[src/rtl/id_ex_stage.sv]
// id_ex_stage: ID/EX pipeline register with EX/MEM + MEM/WB operand forwarding (enabled by ID_EX_FWD_EN).
// Latency: 1 cycle id_* -> ex_*; forwarding muxes and load_use_stall are combinational.
// Backpressure: stall freezes the stage, flush or load_use_stall loads a bubble (flush > stall > load-use).
module id_ex_stage #(
    parameter int DATA_W = 16,
    parameter int REG_AW = 4
) (
    input  logic              clk,
    input  logic              rst_n,
    input  logic              stall,
    input  logic              flush,
    input  logic              id_valid,
    input  logic [DATA_W-1:0] id_rs_data,
    input  logic [DATA_W-1:0] id_rt_data,
    input  logic [DATA_W-1:0] id_imm,
    input  logic [REG_AW-1:0] id_rs,
    input  logic [REG_AW-1:0] id_rt,
    input  logic [REG_AW-1:0] id_rd,
    input  logic              id_alu_src,
    input  logic              id_uses_rt,
    input  logic [2:0]        id_alu_ctrl,
    input  logic              id_reg_write,
    input  logic              id_mem_read,
    input  logic              id_mem_write,
    input  logic              exmem_reg_write,
    input  logic [REG_AW-1:0] exmem_rd,
    input  logic [DATA_W-1:0] exmem_result,
    input  logic              memwb_reg_write,
    input  logic [REG_AW-1:0] memwb_rd,
    input  logic [DATA_W-1:0] memwb_result,
    output logic              ex_valid,
    output logic [DATA_W-1:0] ex_a,
    output logic [DATA_W-1:0] ex_b,
    output logic [2:0]        ex_alu_ctrl,
    output logic [DATA_W-1:0] ex_store_data,
    output logic [REG_AW-1:0] ex_rd,
    output logic              ex_reg_write,
    output logic              ex_mem_read,
    output logic              ex_mem_write,
    output logic              load_use_stall
);

    typedef struct packed {
        logic              valid;
        logic [DATA_W-1:0] rs_data;
        logic [DATA_W-1:0] rt_data;
        logic [DATA_W-1:0] imm;
        logic [REG_AW-1:0] rs;
        logic [REG_AW-1:0] rt;
        logic [REG_AW-1:0] rd;
        logic              alu_src;
        logic [2:0]        alu_ctrl;
        logic              reg_write;
        logic              mem_read;
        logic              mem_write;
    } ex_slot_t;

    ex_slot_t          r_ex;
    ex_slot_t          w_id_slot;
    logic              w_load_use;
    logic [DATA_W-1:0] w_fwd_a;
    logic [DATA_W-1:0] w_fwd_b;

    // An empty decode slot still captures its data, but must never write anything downstream.
    always_comb begin
        w_id_slot           = '0;
        w_id_slot.valid     = id_valid;
        w_id_slot.rs_data   = id_rs_data;
        w_id_slot.rt_data   = id_rt_data;
        w_id_slot.imm       = id_imm;
        w_id_slot.rs        = id_rs;
        w_id_slot.rt        = id_rt;
        w_id_slot.rd        = id_rd;
        w_id_slot.alu_src   = id_alu_src;
        w_id_slot.alu_ctrl  = id_alu_ctrl;
        w_id_slot.reg_write = id_valid & id_reg_write;
        w_id_slot.mem_read  = id_valid & id_mem_read;
        w_id_slot.mem_write = id_valid & id_mem_write;
    end

    always_ff @(posedge clk or negedge rst_n) begin
        if (!rst_n) begin
            r_ex <= '0;
        end else if (flush) begin
            r_ex <= '0;
        end else if (!stall) begin
            if (w_load_use) begin
                r_ex <= '0;
            end else begin
                r_ex <= w_id_slot;
            end
        end
    end

`ifdef ID_EX_FWD_EN
    // Youngest producer wins; R0 is hard-wired zero so it is never a forwarding target.
    function automatic logic [DATA_W-1:0] fwd_sel(
        input logic [REG_AW-1:0] src,
        input logic [DATA_W-1:0] reg_val,
        input logic              em_we,
        input logic [REG_AW-1:0] em_rd,
        input logic [DATA_W-1:0] em_res,
        input logic              mw_we,
        input logic [REG_AW-1:0] mw_rd,
        input logic [DATA_W-1:0] mw_res
    );
        logic [DATA_W-1:0] sel;
        sel = reg_val;
        if (src != '0) begin
            if (em_we && (em_rd == src)) begin
                sel = em_res;
            end else if (mw_we && (mw_rd == src)) begin
                sel = mw_res;
            end
        end
        return sel;
    endfunction

    assign w_fwd_a = fwd_sel(r_ex.rs, r_ex.rs_data, exmem_reg_write, exmem_rd, exmem_result,
                             memwb_reg_write, memwb_rd, memwb_result);
    assign w_fwd_b = fwd_sel(r_ex.rt, r_ex.rt_data, exmem_reg_write, exmem_rd, exmem_result,
                             memwb_reg_write, memwb_rd, memwb_result);

    // A load result is not available to forward until MEM/WB, so the consumer waits one cycle.
    assign w_load_use = ~stall & ~flush & r_ex.valid & r_ex.mem_read & id_valid
                      & (r_ex.rd != '0)
                      & ((r_ex.rd == id_rs) | (id_uses_rt & (r_ex.rd == id_rt)));
`else
    assign w_fwd_a    = r_ex.rs_data;
    assign w_fwd_b    = r_ex.rt_data;
    assign w_load_use = 1'b0;

    logic w_unused_fwd;
    assign w_unused_fwd = ^{exmem_reg_write, exmem_rd, exmem_result, memwb_reg_write,
                            memwb_rd, memwb_result, id_uses_rt, r_ex.rs, r_ex.rt};
`endif

    assign ex_valid       = r_ex.valid;
    assign ex_a           = w_fwd_a;
    assign ex_b           = r_ex.alu_src ? r_ex.imm : w_fwd_b;
    assign ex_store_data  = w_fwd_b;
    assign ex_alu_ctrl    = r_ex.alu_ctrl;
    assign ex_rd          = r_ex.rd;
    assign ex_reg_write   = r_ex.reg_write;
    assign ex_mem_read    = r_ex.mem_read;
    assign ex_mem_write   = r_ex.mem_write;
    assign load_use_stall = w_load_use;

endmodule

[config.mk]
export PLATFORM = sky130hd
export DESIGN_NAME = id_ex_stage
export DESIGN_NICKNAME = d
export VERILOG_FILES = /design/src/rtl/id_ex_stage.sv
export SDC_FILE = /design/constraint.sdc
export NUM_CORES = 1
export LEC_CHECK = 0
export BUFFER_PORTS_ARGS = -buffer_cell sky130_fd_sc_hd__buf_4
export CAP_MARGIN = 20
export CORE_MARGIN = 2
export CORE_UTILIZATION = 48
export CTS_CLUSTER_SIZE = 30
export DETAILED_ROUTE_END_ITERATION = 12
export GPL_TIMING_DRIVEN = 1
export PLACE_DENSITY = 0.94
export SETUP_SLACK_MARGIN = 0.15
export SYNTH_ARGS = -nofsm -noshare
export SYNTH_HDL_FRONTEND = slang
export SYNTH_SLANG_ARGS = --single-unit
[constraint.sdc]
create_clock -name clk -period 2.5 [get_ports clk]
set_input_delay 0.125 -clock clk [delete_from_list [all_inputs] [get_ports clk]]
set_output_delay 0.125 -clock clk [all_outputs]
set_load 0.01 [all_outputs]
==> metrics.cfg, run 1 <==
[finish]
fillerInstances = 522
drive_gt1_frac = 0.450
area_growth_pct = 23.9
diodes = 0
final_nets = 451

[clock_network]
cts_made_buffers = 9
cts_tree = yes
cts.path.max_buffers = 2
clock_latency_ps = 320
cts_setup_buffers = 0
clock-sinks = 60
clk_pin_slew_ps = 60
htree_levels = 3
cts_root_buffer = clkbuf_8
cts_resized = 0

[synth]
yosysSeqAreaShare = 0.493
synth_top_area_frac = 0.493
synth_fp_nets = 371
synthesis.area_sq_um = 3040
syn-instance-count = 256
syn_area_per_cell_sq_um = 11.9
yosys_warnings = 0
yosysUniqueCellTypes = 15
ys_seq_elements = 60
synthTopCellsByArea = dfrtp_1 (49%), mux2i_1 (19%), buf_4 (9.9%)
yosysTopAreaCell = dfrtp_1

[critical_path]
critical_path_class = register to primary output
cp-end-kind = primary output
cp.required_ps = 2380
arrival_ps = 1510
critPathLaunchType = register
crit_fanout = 15
ff2ff_path_depth = 2

[die]
num_rows = 29
core_sq_um = 6240
die_h_um = 83.6
die_w_um = 83.6
dieArea_sq_um = 6990
io_pins = 175
start_util = 0.488

[power_and_ir_drop]
p_leak_nw = 2.07
vdd_ir_drop_max_uv = 341
power_density_nw_per_um2 = 578

[global_route]
grt_max_degree = 61
grt_overflow_total = 0
antenna_found_initial = 0
grt_pass1_vias = 2073
grt_usage = 0.176
grt_pass1_wl_um = 9850

[placed_design]
dp_hpwl_um = 4100
place_congestion = 0.759
io_buffers = 122

[routing]
drt-pass1-iter-count = 4
drt_wl_total_um = 5840
vias = 1994
drcViolationCount = 0
ant_nets = 0
initialDrtViolationCount = 74
routed_via_density = 4.78
post_drt_wl_per_cell_um = 14.0

[min_path]
min_path_type = primary input to register
whs_path_depth = 3

[run_status]
status = finished clean

[flow_run]
maxCapViolCount = 0

[timing]
hold_viol_final = 0
clock-skew-final_ps = 0
whs_ps = 42.0
max_freq_mhz = 611
slew-limit-headroom = 0.515
slew_viol_final = 0
post-route-period-util = 0.655
tns_ps = 0
setup_violations = 0
rsz0062_at_grt = false
tightestPinTransition_ps = 727
min_period_ps = 1640

-- layout make-up --
cell class	instances	area, sq um	share of cell area
Sequential cell	60	1500	0.398
Multi-Input combinational cell	140	1050	0.279
Timing Repair Buffer	125	953	0.253
Clock buffer	13	159	0.0421
Tap cell	77	96.3	0.0255
Clock inverter	2	10.0	0.00265
-- final timing paths --
kind | slack, ps | startpoint | end
max | 860 | r_ex[6]$_DFFE_PN0P_ | ex_b[8]
min | 40 | id_rs_data[3] | ex_a[3]$_DFFE_PN0P_
max reg2reg | 1750 | ex_a[5]$_DFFE_PN0P_ | ex_a[5]$_DFFE_PN0P_
min reg2reg | 520 | r_ex[25]$_DFFE_PN0P_ | r_ex[25]$_DFFE_PN0P_
max in group asynchronous | 1610 | rst_n | ex_rd[0]$_DFFE_PN0P_
min in group asynchronous | 410 | rst_n | r_ex[30]$_DFFE_PN0P_
-- registers in the layout, indices dropped and copies added (netlist names) --
register       cells
ex_mem_read        1
ex_alu_ctrl        3
ex_a              16
ex_valid           1
ex_reg_write       1
ex_mem_write       1
ex_rd              4
ex_store_data     16
r_ex              17
-- kinds of logic after synthesis --
family | after synthesis | share of synthesized area
multiplexers | 73 | 0.258
AND/OR/NAND/NOR | 63 | 0.0814
flip-flops | 60 | 0.493
buffers and inverters | 56 | 0.161
AO/OA/AOI/OAI | 3 | 0.00493
other | 1 | 0.00123
-- timing repair --
action | in CTS | in global routing
hold buffers | 1 | 0
endpoints found under the setup margin | 0 | 0
hold endpoints to repair | 60 | 0
-- where the power goes --
group	internal [W]	total (W)	switching, W
logic	0.000213	0.000381	0.000167
clock network	0.000405	0.000740	0.000335
registers	0.00103	0.00106	0.0000334
-- stage by stage --
stage	worst slack [ps]	instance area (sq um)	instances	utilization	total power (W)
final	863	3770	417	0.604	0.00218
after global routing	791	3770	417	0.604	0.00230
after CTS	821	3770	417	0.604	0.00222
after detailed placement	1140	3590	401	0.576	0.00146
after global placement	1190	3590	401	0.576	0.00145
after floorplan	1440	3040	256	-	0.00132
-- synthesized netlist by cell type --
cell type / instances
buf_8: 1
buf_4: 40
mux2_2: 7
clkbuf_1: 2
buf_12: 6
nand3b_1: 3
buf_2: 5
nand2_1: 3
dfrtp_1: 60
mux2_4: 9
buf_6: 2
conb_1: 1
a21oi_1: 3
mux2i_1: 57
nor2_1: 57
-- placed cells by master (no fill, tap or decap), drive strengths merged --
cell	Yosys	routed
buf	54	124
dfrtp	60	60
mux2i	57	57
nor2	57	57
mux2	16	16
clkbuf	2	13
nand2	3	3
nand3b	3	3
a21oi	3	3
clkinv	0	2
conb	1	1
dlygate4sd3	0	1
-- worst max-delay path, stage by stage (launching register included) --
cell	delay [ps]
dfrtp_1	370
buf_4	290
mux2_2	380
buf_4	150
-- per-layer routing --
| metal | GRT usage | wire length, um | up-vias |
|---|---|---|---|
| met4 | 0.0777 | 148 | 0 |
| met1 | 0.214 | 2390 | 941 |
| li1 | - | - | 961 |
| met5 | 0 | 0 | - |
| met3 | 0.0514 | 384 | 14 |
| met2 | 0.292 | 2920 | 78 |
Power figures use the tool's default switching activity.
==> inputs of run 2 (changes only) <==
--- a/config.mk
+++ b/config.mk
@@ -5,14 +5,15 @@
 export SDC_FILE = /design/constraint.sdc
 export NUM_CORES = 1
 export LEC_CHECK = 0
+export ABC_AREA = 1
 export BUFFER_PORTS_ARGS = -buffer_cell sky130_fd_sc_hd__buf_4
 export CAP_MARGIN = 20
 export CORE_MARGIN = 2
-export CORE_UTILIZATION = 48
+export CORE_UTILIZATION = 42
 export CTS_CLUSTER_SIZE = 30
 export DETAILED_ROUTE_END_ITERATION = 12
 export GPL_TIMING_DRIVEN = 1
-export PLACE_DENSITY = 0.94
+export PLACE_DENSITY = 0.87
 export SETUP_SLACK_MARGIN = 0.15
 export SYNTH_ARGS = -nofsm -noshare
 export SYNTH_HDL_FRONTEND = slang
==> constraint.sdc (replaced) <==
create_clock -name clk -period 1.7 [get_ports clk]
set_input_delay 0.085 -clock clk [delete_from_list [all_inputs] [get_ports clk]]
set_output_delay 0.085 -clock clk [all_outputs]
set_load 0.01 [all_outputs]
==> run 2 against run 1 <==
Net effect: sequential power rose by 46%; cell area rose by 12%; synthesized cell count rose by 30%; largest cell class is now buffers; critical endpoint unchanged; critical path depth did not move; power rose by 52%; clock-buffer cell count rose by 2; combinational power rose by 57%.
==> metrics.cfg, run 2 <==
[run_status]
status = finished clean

[routing]
drt_wl_total_um = 7410  ; +27%
ant_nets = 0  ; unchanged
vias = 2584  ; +30%
post_drt_wl_per_cell_um = 13.3  ; -5.0%
initialDrtViolationCount = 92  ; +24%
drcViolationCount = 0  ; unchanged
drt-pass1-iter-count = 4  ; unchanged
routed_via_density = 4.64  ; -3.0%

[finish]
final_common_cell = nand2_1
diodes = 0  ; unchanged
final_nets = 590  ; +31%
multi_input_area_sq_um = 810  ; -23%
largest_reg_flops = 17  ; unchanged
ff_latch_area_sq_um = 1500  ; about the same
drive_gt1_frac = 0.298  ; -0.152
layout_common_cells = nand2_1 (162), buf_4 (124), dlygate4sd3_1 (60)
area_growth_pct = 53.4
largest_register = r_ex
final_cells = 557  ; +34%
fillerInstances = 486  ; -6.9%

[timing]
hold_viol_final = 0  ; unchanged
tightestPinTransition_ps = 746  ; +18.9 ps
slew_viol_final = 0  ; unchanged
min_period_ps = 1430
max_freq_mhz = 700
post-route-period-util = 0.840
slew-limit-headroom = 0.503  ; -0.0126
clock-skew-final_ps = 0  ; unchanged
rsz0062_at_grt = false
setup_violations = 0  ; unchanged
tns_ps = 0  ; unchanged

[die]
core_sq_um = 6350  ; +1.7%
dieArea_sq_um = 7210  ; +3.2%
die_h_um = 84.9  ; +1.6%
start_util = 0.433  ; -0.0543
io_pins = 175  ; unchanged
die_w_um = 84.9  ; +1.6%
num_rows = 29  ; unchanged

[critical_path]
critPathLaunchType = register
r2r_slack_ps = 960  ; -790 ps
critPathSlowestCell = dfrtp_2
cpPeakStageDelay_ps = 460  ; +80 ps
crit_start = r_ex[6]$_DFFE_PN0P_
r2r-start = ex_store_data[3]$_DFFE_PN0P_
crit_fanout = 26  ; +11
cp-end-kind = primary output
ff2ff_path_depth = 2  ; unchanged
crit_buf_inv = 2  ; unchanged
cp.required_ps = 1620  ; -760 ps
endpoint = ex_b[8]
crit_chain = buf_6 > o21ai_0 > buf_4
cp.depth = 3  ; unchanged
rr_endpoint = ex_store_data[3]$_DFFE_PN0P_
arrival_ps = 1340  ; -170 ps
cp_top_family = flip-flops
critical_path_class = register to primary output

[placed_design]
place_congestion = 0.793  ; +4.4%
dp_hpwl_um = 4360  ; +6.2%
io_buffers = 122  ; unchanged
dp_cells = 481  ; +20%

[synth]
yosysUniqueCellTypes = 13  ; -2
synthesis.area_sq_um = 2750  ; -9.6%
synth_compound_area_frac = 0.0582  ; +0.0533
synthFlopType = dfrtp_1
synth_top_area_frac = 0.546  ; +0.0523
synthTopCellsByCount = nand2_1 (162), dfrtp_1 (60), buf_4 (44)
yosys_warnings = 0  ; unchanged
ys_seq_elements = 60  ; unchanged
syn-instance-count = 332  ; +30%
synth-edff-count = 0  ; unchanged
synth_top_family_by_area = simple AND/OR/NAND/NOR gates
yosys.area_share.adder = 0  ; unchanged
synthSimpleGateAreaFrac = 0.233  ; +0.151
yosysSeqAreaShare = 0.546  ; +0.0523
synthArstFlopShare = 1.00  ; unchanged
syn_area_per_cell_sq_um = 8.29  ; -30%
synthTopCellsByArea = dfrtp_1 (55%), nand2_1 (22%), buf_4 (12%)
yosysMostFrequentCell = nand2_1
synth-xor-area-share = 0  ; unchanged
synth_fp_nets = 447  ; +20%
muxShareOfSynthArea = 0  ; -0.258
yosysTopAreaCell = dfrtp_1

[clock_network]
cts.path.max_buffers = 2  ; unchanged
cts_root_buffer = clkbuf_8
htree_levels = 3  ; unchanged
cts_tree = yes
clock-sinks = 60  ; unchanged
clk_pin_slew_ps = 60  ; about the same
cts_made_buffers = 9  ; unchanged
cts_setup_buffers = 0  ; unchanged
clock_latency_ps = 320  ; about the same

[global_route]
grt_overflow_total = 0  ; unchanged
grt_usage = 0.213  ; +0.0371
grt_pass1_wl_um = 12100  ; +23%
grt_max_degree = 61  ; unchanged
grt_pass1_vias = 2720  ; +31%
antenna_found_initial = 0  ; unchanged

[power_and_ir_drop]
vdd_ir_drop_max_uv = 531  ; +56%
power_density_nw_per_um2 = 786  ; +36%
p_leak_nw = 2.27  ; +9.8%
power_w = 0.00332  ; +52%

[min_path]
min_from = id_rt_data[0]
min_path_type = primary input to register

[flow_run]
maxCapViolCount = 0  ; unchanged

[run 2: cells by family after synthesis]
logic type             count (synthesis)
AND/OR/NAND/NOR                      167
buffers and inverters                 72
flip-flops                            60
AO/OA/AOI/OAI                         32
other                                  1
[run 2: cell type report]
| type | count | area share |
|---|---|---|
| tap | 77 | 0.0228 |
| inverter | 18 | 0.0160 |
| clock inverter | 1 | 0.00119 |
| sequential | 60 | 0.356 |
| multi-input combinational | 200 | 0.192 |
| clock buffer | 15 | 0.0418 |
| timing repair buffer | 186 | 0.370 |
[run 2: repair_timing]
action | 4_1_cts | 5_1_grt
setup endpoints to repair | 3 | 12
hold buffers | 59 | 1
pin swaps | 0 | 0
hold endpoints to repair | 118 | 1
resized for setup | 1 | 1
[run 2: worst min-delay path by stage]
stage                                   endpoint  slack [ps]  cells past startpoint
finish              ex_store_data[0]$_DFFE_PN0P_           4                      3
global route        ex_store_data[0]$_DFFE_PN0P_           6                      3
CTS                 ex_store_data[0]$_DFFE_PN0P_           2                      3
detailed placement          ex_a[15]$_DFFE_PN0P_         210                      1
global placement      ex_alu_ctrl[2]$_DFFE_PN0P_         190                      1
floorplan                    ex_a[0]$_DFFE_PN0P_        -210                      0
[run 2: layer usage]
layer	wire length (um)	track usage	share of wire
met2	3890	0.379	0.53
met5	0	0	0
met1	2860	0.233	0.39
met3	504	0.0730	0.068
met4	150	0.0851	0.020
[run 2: report_power, final]
group          internal, W  total [W]  leakage [nW]  switching (W)
logic             0.000332   0.000597          1.38       0.000265
clock network     0.000649    0.00116        0.0937       0.000515
registers          0.00151    0.00155         0.797      0.0000472
[run 2: per-stage QoR]
| step | hold slack (ps) | util | cell area [sq um] | setup WS, ps |
|---|---|---|---|---|
| finish | 3.80 | 0.665 | 4220 | 272 |
| global route | 5.81 | 0.665 | 4220 | 156 |
| CTS | 2.25 | 0.663 | 4210 | 206 |
| detailed placement | 206 | 0.541 | 3430 | 523 |
| global placement | 194 | 0.541 | 3430 | 521 |
| floorplan | -211 | - | 2750 | 727 |
[run 2: worst register-to-register path: stages (launching register included)]
cell	delay, ps
dfrtp_1	380
inv_1	70
o21ai_0	200
==> inputs of run 3 (changes only) <==
==> constraint.sdc (replaced) <==
create_clock -name clk -period 1.4 [get_ports clk]
set_input_delay 0.07 -clock clk [delete_from_list [all_inputs] [get_ports clk]]
set_output_delay 0.07 -clock clk [all_outputs]
set_load 0.01 [all_outputs]
==> run 3 against run 2 <==
Net effect: power is 18% higher; sequential share of layout area is 0.24 points lower; combinational power is 26% higher; cell area is 0.59% higher; critical endpoint is now ex_b[0].
==> metrics.cfg, run 3 (same netlist as run 2, synthesis figures left out) <==
[clock_network]
clock-sinks = 60  ; unchanged
clock_latency_ps = 320  ; about the same
cts.path.max_buffers = 2  ; unchanged
cts_made_buffers = 9  ; unchanged
cts_root_buffer = clkbuf_8
clk_pin_slew_ps = 60  ; about the same
htree_levels = 3  ; unchanged
cts_tree = yes

[placed_design]
io_buffers = 122  ; unchanged
dp_hpwl_um = 4530  ; +3.9%
place_congestion = 0.790  ; -0.43%

[critical_path]
cp.required_ps = 1330  ; -290 ps
cp-end-kind = primary output
crit_fanout = 26  ; unchanged
critPathSlowestCell = dfrtp_1
critPathLaunchType = register
cp_top_family = flip-flops
crit_chain = buf_12 > o21ai_1 > buf_4
arrival_ps = 1230  ; -110 ps
crit_buf_inv = 2  ; unchanged
cpPeakStageDelay_ps = 410  ; -50 ps
critical_path_class = register to primary output

[global_route]
antenna_found_initial = 0  ; unchanged
grt_overflow_total = 0  ; unchanged
grt_usage = 0.214  ; +0.00105
grt_max_degree = 45  ; -26%
grt_pass1_wl_um = 12200  ; +0.57%
grt_pass1_vias = 2683  ; -1.4%

[routing]
drt_wl_total_um = 7450  ; +0.63%
drcViolationCount = 0  ; unchanged
routed_via_density = 4.59  ; -0.96%
initialDrtViolationCount = 132  ; +43%
ant_nets = 0  ; unchanged
vias = 2573  ; -0.43%
drt-pass1-iter-count = 4  ; unchanged
post_drt_wl_per_cell_um = 13.3  ; about the same

[timing]
setup_violations = 0  ; unchanged
rsz0062_at_grt = true
slew-limit-headroom = 0.602  ; +0.0992
post-route-period-util = 0.931
clock-skew-final_ps = 0  ; unchanged
tightestPinTransition_ps = 596  ; -150 ps
slew_viol_final = 0  ; unchanged
hold_viol_final = 0  ; unchanged
tns_ps = 0  ; unchanged
max_freq_mhz = 767
min_period_ps = 1300

[finish]
final_nets = 595  ; +0.85%
largest_reg_flops = 17  ; unchanged
layout_common_cells = nand2_1 (162), buf_4 (127), dlygate4sd3_1 (62)
drive_gt1_frac = 0.300  ; +0.00229
area_growth_pct = 54.3
largest_register = r_ex
diodes = 0  ; unchanged
final_common_cell = nand2_1

[flow_run]
maxCapViolCount = 0  ; unchanged

[die]
dieArea_sq_um = 7210  ; unchanged
core_sq_um = 6350  ; unchanged
die_h_um = 84.9  ; unchanged
io_pins = 175  ; unchanged
start_util = 0.433  ; unchanged
die_w_um = 84.9  ; unchanged
num_rows = 29  ; unchanged

[power_and_ir_drop]
power_density_nw_per_um2 = 919  ; +17%
power_w = 0.00390  ; +18%
vdd_ir_drop_max_uv = 671  ; +26%
p_leak_nw = 2.29  ; +0.87%

[run_status]
status = finished clean

[min_path]
min_path_type = primary input to asynchronous set/reset pin

[run 3: cell types whose count changed in the layout (fill, tap and decap cells not counted), sizes merged]
cell,change
dlygate4sd3,+2
buf,+3
clkinv,+2
clkbuf,-4
[run 3: final timing paths]
check | start | depth (start not counted) | endpoint | slack (ps)
max in group asynchronous | rst_n | 3 | ex_store_data[14]$_DFFE_PN0P_ | 590
min | rst_n | 2 | ex_store_data[10]$_DFFE_PN0P_ | 230
max reg2reg | r_ex[6]$_DFFE_PN0P_ | 3 | r_ex[6]$_DFFE_PN0P_ | 600
max | r_ex[6]$_DFFE_PN0P_ | 3 | ex_b[0] | 100
min in group clk | flush | 5 | r_ex[27]$_DFFE_PN0P_ | 230
min reg2reg | r_ex[34]$_DFFE_PN0P_ | 2 | r_ex[34]$_DFFE_PN0P_ | 470
[run 3: per-stage QoR]
step                cells  hold WS [ps]  utilization  worst slack (ps)  area, sq um
global placement      484          26.2        0.544               398         3460
CTS                   560           218        0.669               115         4250
global route          560           227        0.669              28.4         4250
floorplan             332          -226            -               442         2750
finish                560           232        0.669              96.7         4250
detailed placement    484          28.9        0.544               373         3460
[run 3: layer usage]
metal  routed length (um)  global-route usage  share of wire  vias to the layer above
li1                     -                   -              -                     1261
met1                 3000               0.253           0.40                     1192
met2                 3890               0.371           0.52                      102
met3                  372              0.0496          0.050                       18
met4                  189              0.0996          0.025                        0
met5                    0                   0              0                        -
[run 3: area by class of cell]
cell class                 count  area (sq um)
fill                         515          2100
timing repair buffer         191          1610
sequential                    60          1500
multi-input combinational    200           810
clock buffer                  11           141
tap                           77          96.3
inverter                      18          67.6
clock inverter                 3          15.0
[run 3: timing repair]
action                     in CTS  in global routing
setup endpoints to repair      16                 16
buffers inserted                0                  0
hold buffers                   62                  0
gates resized for setup        19                  0
hold endpoints to repair       90                  0
[run 3: power by group]
part	internal [W]	total [W]	switching, W	leakage [nW]
clock	0.000661	0.00127	0.000606	0.0848
sequential	0.00183	0.00189	0.0000554	0.799
combinational	0.000418	0.000750	0.000332	1.41
